<file path="src/rtl/fifo_write_control.sv">
// Write-side controller of a synchronous FIFO: handshake intake, write pointer, RAM write port, fill status.
// Latency: zero-cycle write of an accepted word when not full; a word accepted while full waits in a one-entry skid.
// Backpressure: o_ready_s drops only while the skid holds a word, so it never depends combinationally on full.
module fifo_write_control #(
  parameter int AW = 10,
  parameter int DW = 32
) (
  input  logic          i_clk,
  input  logic          i_rst_n,
  input  logic          i_valid_s,
  input  logic [DW-1:0] i_data_s,
  output logic          o_ready_s,
  input  logic [AW-1:0] i_almostfull_lvl,
  input  logic [AW:0]   i_rptr,
  output logic [AW:0]   o_wptr,
  output logic [AW-1:0] o_waddr,
  output logic [DW-1:0] o_wdata,
  output logic          o_wen,
  output logic          o_full,
  output logic          o_almostfull,
  output logic [AW:0]   o_count,
  output logic          o_pending,
  input  logic          i_clr_hwm,
  output logic [AW:0]   o_hwm
);

  localparam logic [AW:0] DEPTH = {1'b1, {AW{1'b0}}};

  logic [AW:0]   wptr_q, wptr_d;
  logic          skid_vld_q, skid_vld_d;
  logic [DW-1:0] skid_dat_q, skid_dat_d;
  logic [AW:0]   hwm_q, hwm_d;

  logic [AW:0]   count;
  logic [AW:0]   free;
  logic          full;
  logic          accept;
  logic          wen;

  // Fill status from the pointer pair; the wrap bit separates full from empty.
  always_comb begin
    count = wptr_q - i_rptr;
    full  = (wptr_q[AW] != i_rptr[AW]) && (wptr_q[AW-1:0] == i_rptr[AW-1:0]);
    free  = DEPTH - count;
  end

  // Handshake and RAM write port; the skid word always goes first so order is kept.
  // The write port is held off during reset so a producer holding valid cannot write while the pointer is pinned.
  always_comb begin
    accept = i_valid_s & ~skid_vld_q;
    wen    = i_rst_n & ~full & (skid_vld_q | i_valid_s);
  end

  // Next-state for pointer, skid register and high-water mark.
  always_comb begin
    wptr_d     = wptr_q + {{AW{1'b0}}, wen};
    skid_vld_d = skid_vld_q;
    skid_dat_d = skid_dat_q;
    if (skid_vld_q) begin
      if (!full) skid_vld_d = 1'b0;
    end else if (accept && full) begin
      skid_vld_d = 1'b1;
      skid_dat_d = i_data_s;
    end
    if (i_clr_hwm)          hwm_d = '0;
    else if (count > hwm_q) hwm_d = count;
    else                    hwm_d = hwm_q;
  end

  // State registers; reset drops any word held in the skid.
  always_ff @(posedge i_clk or negedge i_rst_n) begin
    if (!i_rst_n) begin
      wptr_q     <= '0;
      skid_vld_q <= 1'b0;
      skid_dat_q <= '0;
      hwm_q      <= '0;
    end else begin
      wptr_q     <= wptr_d;
      skid_vld_q <= skid_vld_d;
      skid_dat_q <= skid_dat_d;
      hwm_q      <= hwm_d;
    end
  end

  // Output mapping.
  always_comb begin
    o_ready_s    = ~skid_vld_q;
    o_pending    = skid_vld_q;
    o_wptr       = wptr_q;
    o_waddr      = wptr_q[AW-1:0];
    o_wdata      = skid_vld_q ? skid_dat_q : i_data_s;
    o_wen        = wen;
    o_full       = full;
    o_almostfull = (free <= {1'b0, i_almostfull_lvl});
    o_count      = count;
    o_hwm        = hwm_q;
  end

endmodule
</file>
<file path="config.mk">
export PLATFORM = sky130hd
export DESIGN_NAME = fifo_write_control
export DESIGN_NICKNAME = d
export VERILOG_FILES = /design/src/rtl/fifo_write_control.sv
export SDC_FILE = /design/constraint.sdc
export NUM_CORES = 1
export LEC_CHECK = 0
export BUFFER_PORTS_ARGS = -buffer_cell sky130_fd_sc_hd__buf_2
export CAP_MARGIN = 10
export CORE_MARGIN = 3
export CORE_UTILIZATION = 35
export DETAILED_ROUTE_END_ITERATION = 8
export GPL_TIMING_DRIVEN = 0
export PLACE_DENSITY_LB_ADDON = 0.1
export SLEW_MARGIN = 10
export SYNTH_ARGS = -nofsm -noshare
export SYNTH_HDL_FRONTEND = slang
export SYNTH_SLANG_ARGS = --single-unit
</file>
<file path="constraint.sdc">
create_clock -name i_clk -period 4.83 [get_ports i_clk]
set_input_delay 0.2415 -clock i_clk [delete_from_list [all_inputs] [get_ports i_clk]]
set_output_delay 0.2415 -clock i_clk [all_outputs]
set_load 0.1 [all_outputs]
</file>
==> results.sh <==
export IMPL_outcome="completed"
export IMPL_clockBufferDepth=2
export IMPL_cts_sinks=55
export IMPL_power_switching_w=0.00201
export IMPL_drt_first_iter_violations=84
export IMPL_die_y_um=109
export IMPL_route_detailed_drc=0
export IMPL_synthTopCellsByArea="dfrtp_1, mux2_2, ha_1"
export IMPL_fmax_mhz=223
export IMPL_synth_seq_cells=55
export IMPL_clk_pin_slew_ns=0.11
export IMPL_p_sw_share_pct=61.6
export IMPL_viasPerCell=4.88
export IMPL_yosysTopAreaCellShare_pct=37.1
export IMPL_post_route_min_period_ns=4.48
export IMPL_nets=585
export IMPL_die_w_um=109
export IMPL_skew_ns=0.00500
export IMPL_path_max_fanout=6
export IMPL_finalSetupViolCount=0
export IMPL_yosysTopAreaCell="dfrtp_1"
export IMPL_fin_cells=627
export IMPL_drive_gt1_share_pct=46.4
export IMPL_ys_seq_area_share_pct=37.1
export IMPL_post_cts_setup_buffer_count=0
export IMPL_p_leak_nw=2.54
export IMPL_ant_nets=0
export IMPL_n_fill_cell=952
export IMPL_slew_headroom_pct=50.8
export IMPL_drv_slew=0
export IMPL_dr_pass1_iters=4
export IMPL_p_per_area_nw_per_um2=688
export IMPL_pwr_share_seq_pct=18.4
export IMPL_p_int_w=0.00126
export IMPL_pin_count=137
export IMPL_netlist_instances=349
export IMPL_syn_to_final_growth_pct=27.9
export IMPL_rsz0062_at_grt="no"
export IMPL_cts_buffers=5
export IMPL_worstHoldPathType="input port to register"
export IMPL_finalWirelength_um=8970
export IMPL_cp_arrival_ns=4.23
export IMPL_routedWlPerCell_um=14.3
export IMPL_cts_root_buf="clkbuf_8"
export IMPL_synth_nets=441
export IMPL_maxCapViolCount=0
export IMPL_core_sq_um=10000
export IMPL_rows=36
export IMPL_grt_pass1_vias=3001
export IMPL_ys_types=43
export IMPL_vias=3059
export IMPL_diodes=0
export IMPL_place_port_buffers=136
export IMPL_tritoncts="done"
export IMPL_grt_pass1_wl_um=13800
export IMPL_start_util_pct=37.0
export IMPL_htreeDepth=2
export IMPL_required_ns=4.59
export IMPL_crit_path_start_kind="register"
export IMPL_gp_congestion=0.800
export IMPL_fin_setup_tns_ns=0
export IMPL_hold_viol_final=0
export IMPL_ys_warn_count=0
export IMPL_peakVddDrop_uv=846
export IMPL_dpl_hpwl_um=7180
export IMPL_worstMarginPinSlew_ns=0.738
export IMPL_syn_avg_cell_area_sq_um=10.6
export IMPL_worst_skew_pair_late_latency_ns=0.31
export IMPL_grt_overflow=0
export IMPL_end_kind="primary output"
export IMPL_grt_max_degree=57
export IMPL_critical_path_class="register to primary output"
export IMPL_antenna_found_initial=0
export IMPL_grt_util_all_layers_pct=14.7
export IMPL_combPwrFrac_pct=71.8
export IMPL_p_clk_share_pct=9.8
export IMPL_dp_cells=618
export IMPL_timing_final_crit_share_pct=92.7
export IMPL_netlist_area_sq_um=3710
export IMPL_die_area_sq_um=11900
## power by group through the flow
stage                     sequential [W]  clock (W)  combinational, W
after floorplan                  0.00102          0           0.00156
after global placement          0.000609          0           0.00233
after detailed placement        0.000612          0           0.00236
after CTS                       0.000603   0.000338           0.00237
after global routing            0.000615   0.000350           0.00251
final                           0.000601   0.000319           0.00235
## metal layers
| layer | global-route usage [%] | routed length [um] |
|---|---|---|
| met5 | 0 | 0 |
| met3 | 2.72 | 479 |
| met2 | 25.7 | 4410 |
| met1 | 18.4 | 3960 |
| met4 | 4.15 | 120 |
## synthesized netlist by cell type, drive strengths merged
cell / number
mux2: 64
dfrtp: 55
inv: 38
ha: 34
buf: 14
xnor2: 14
nand3: 13
a22o: 11
o21ai: 10
xor2: 10
nand2: 9
nor2: 9
a21oi: 8
o21a: 7
clkbuf: 6
nor2b: 5
and3: 4
nand4: 4
nor3: 4
a211oi: 3
or4: 3
a21o: 2
a31oi: 2
and2: 2
and4: 2
nand2b: 2
o31ai: 2
fa: 1
mux2i: 1
nand3b: 1
nor4: 1
nor4b: 1
o2111a: 1
o211a: 1
o21bai: 1
o31a: 1
o32a: 1
or2: 1
or3: 1
## kinds of logic (layout without fill, tap and decap cells)
kind of cell | count (synthesis) | in the layout | share of synthesized area (%)
adder cells (fa/ha/maj) | 35 | 35 | 12.0
multiplexers | 65 | 65 | 19.7
XOR/XNOR | 24 | 24 | 5.66
AO/OA/AOI/OAI | 50 | 50 | 9.47
buffers and inverters | 58 | 203 | 6.91
AND/OR/NAND/NOR | 62 | 62 | 9.23
flip-flops | 55 | 55 | 37.1
## through the flow
stage	utilization (%)	total power, W	hold slack, ns	setup WS (ns)	area (sq um)
4_1_cts	47.3	0.00331	0.146	0.158	4750
2_1_floorplan	-	0.00258	-0.0541	-0.851	3780
3_3_place_gp	46.0	0.00294	0.481	0.580	4620
5_1_grt	47.3	0.00348	0.146	0.0239	4750
6_report	47.3	0.00327	0.162	0.354	4750
3_5_place_dp	46.1	0.00297	0.353	0.522	4630
## final timing paths
check,from,endpoint,slack [ns],cells after the start
worst min register to register,skid_dat_q[14]$_DFFE_PN0P_,skid_dat_q[14]$_DFFE_PN0P_,0.51,1
min in group asynchronous,i_rst_n,o_hwm[7]$_DFFE_PN0P_,0.51,2
worst max register to register,o_wptr[0]$_DFF_PN0_,o_hwm[5]$_DFFE_PN0P_,0.80,16
worst max-delay path,o_wptr[0]$_DFF_PN0_,o_almostfull,0.35,18
worst min-delay path,i_data_s[10],skid_dat_q[10]$_DFFE_PN0P_,0.16,2
max in group asynchronous,i_rst_n,skid_dat_q[21]$_DFFE_PN0P_,3.81,2
## critical path, stage by stage (launching register included)
cell	delay (ns)
dfrtp_1	0.42
inv_1	0.08
ha_1	0.16
inv_1	0.05
fa_1	0.39
a21oi_1	0.28
o21bai_1	0.14
xor2_2	0.20
or3_1	0.45
nand2b_1	0.19
xor2_1	0.15
ha_1	0.30
a21o_1	0.16
a21oi_1	0.19
nand2_1	0.08
o31ai_1	0.06
a31oi_1	0.08
nor3_2	0.20
buf_4	0.31
## registers in the layout (all words and copies together), names as in the netlist
signal	count
skid_dat_q	32
o_hwm	11
o_wptr	11
o_pending	1
## cell type report
| cell class | instances | area [sq um] | share of cell area [%] |
|---|---|---|---|
| buffer | 20 | 114 | 2.40 |
| sequential | 55 | 1380 | 29.0 |
| multi-input combinational | 236 | 2140 | 45.1 |
| inverter | 38 | 143 | 3.00 |
| timing repair buffer | 137 | 696 | 14.6 |
| clock inverter | 2 | 38.8 | 0.816 |
| tap | 133 | 166 | 3.50 |
| clock buffer | 6 | 72.6 | 1.53 |
## cell usage in the layout, fill, tap and decap left out, drive strengths merged, types with 7 or more instances in the layout
cell	synthesis	final
buf	14	150
mux2	64	64
dfrtp	55	55
inv	38	39
ha	34	34
xnor2	14	14
nand3	13	13
clkbuf	6	12
a22o	11	11
o21ai	10	10
xor2	10	10
nor2	9	9
nand2	9	9
a21oi	8	8
o21a	7	7
## what timing repair did
item,CTS,global route
resized for setup,0,2
hold endpoints to repair,7,0
hold buffers,1,0
endpoints found under the setup margin,0,1
Note: power is estimated with default switching activity, not from simulation.
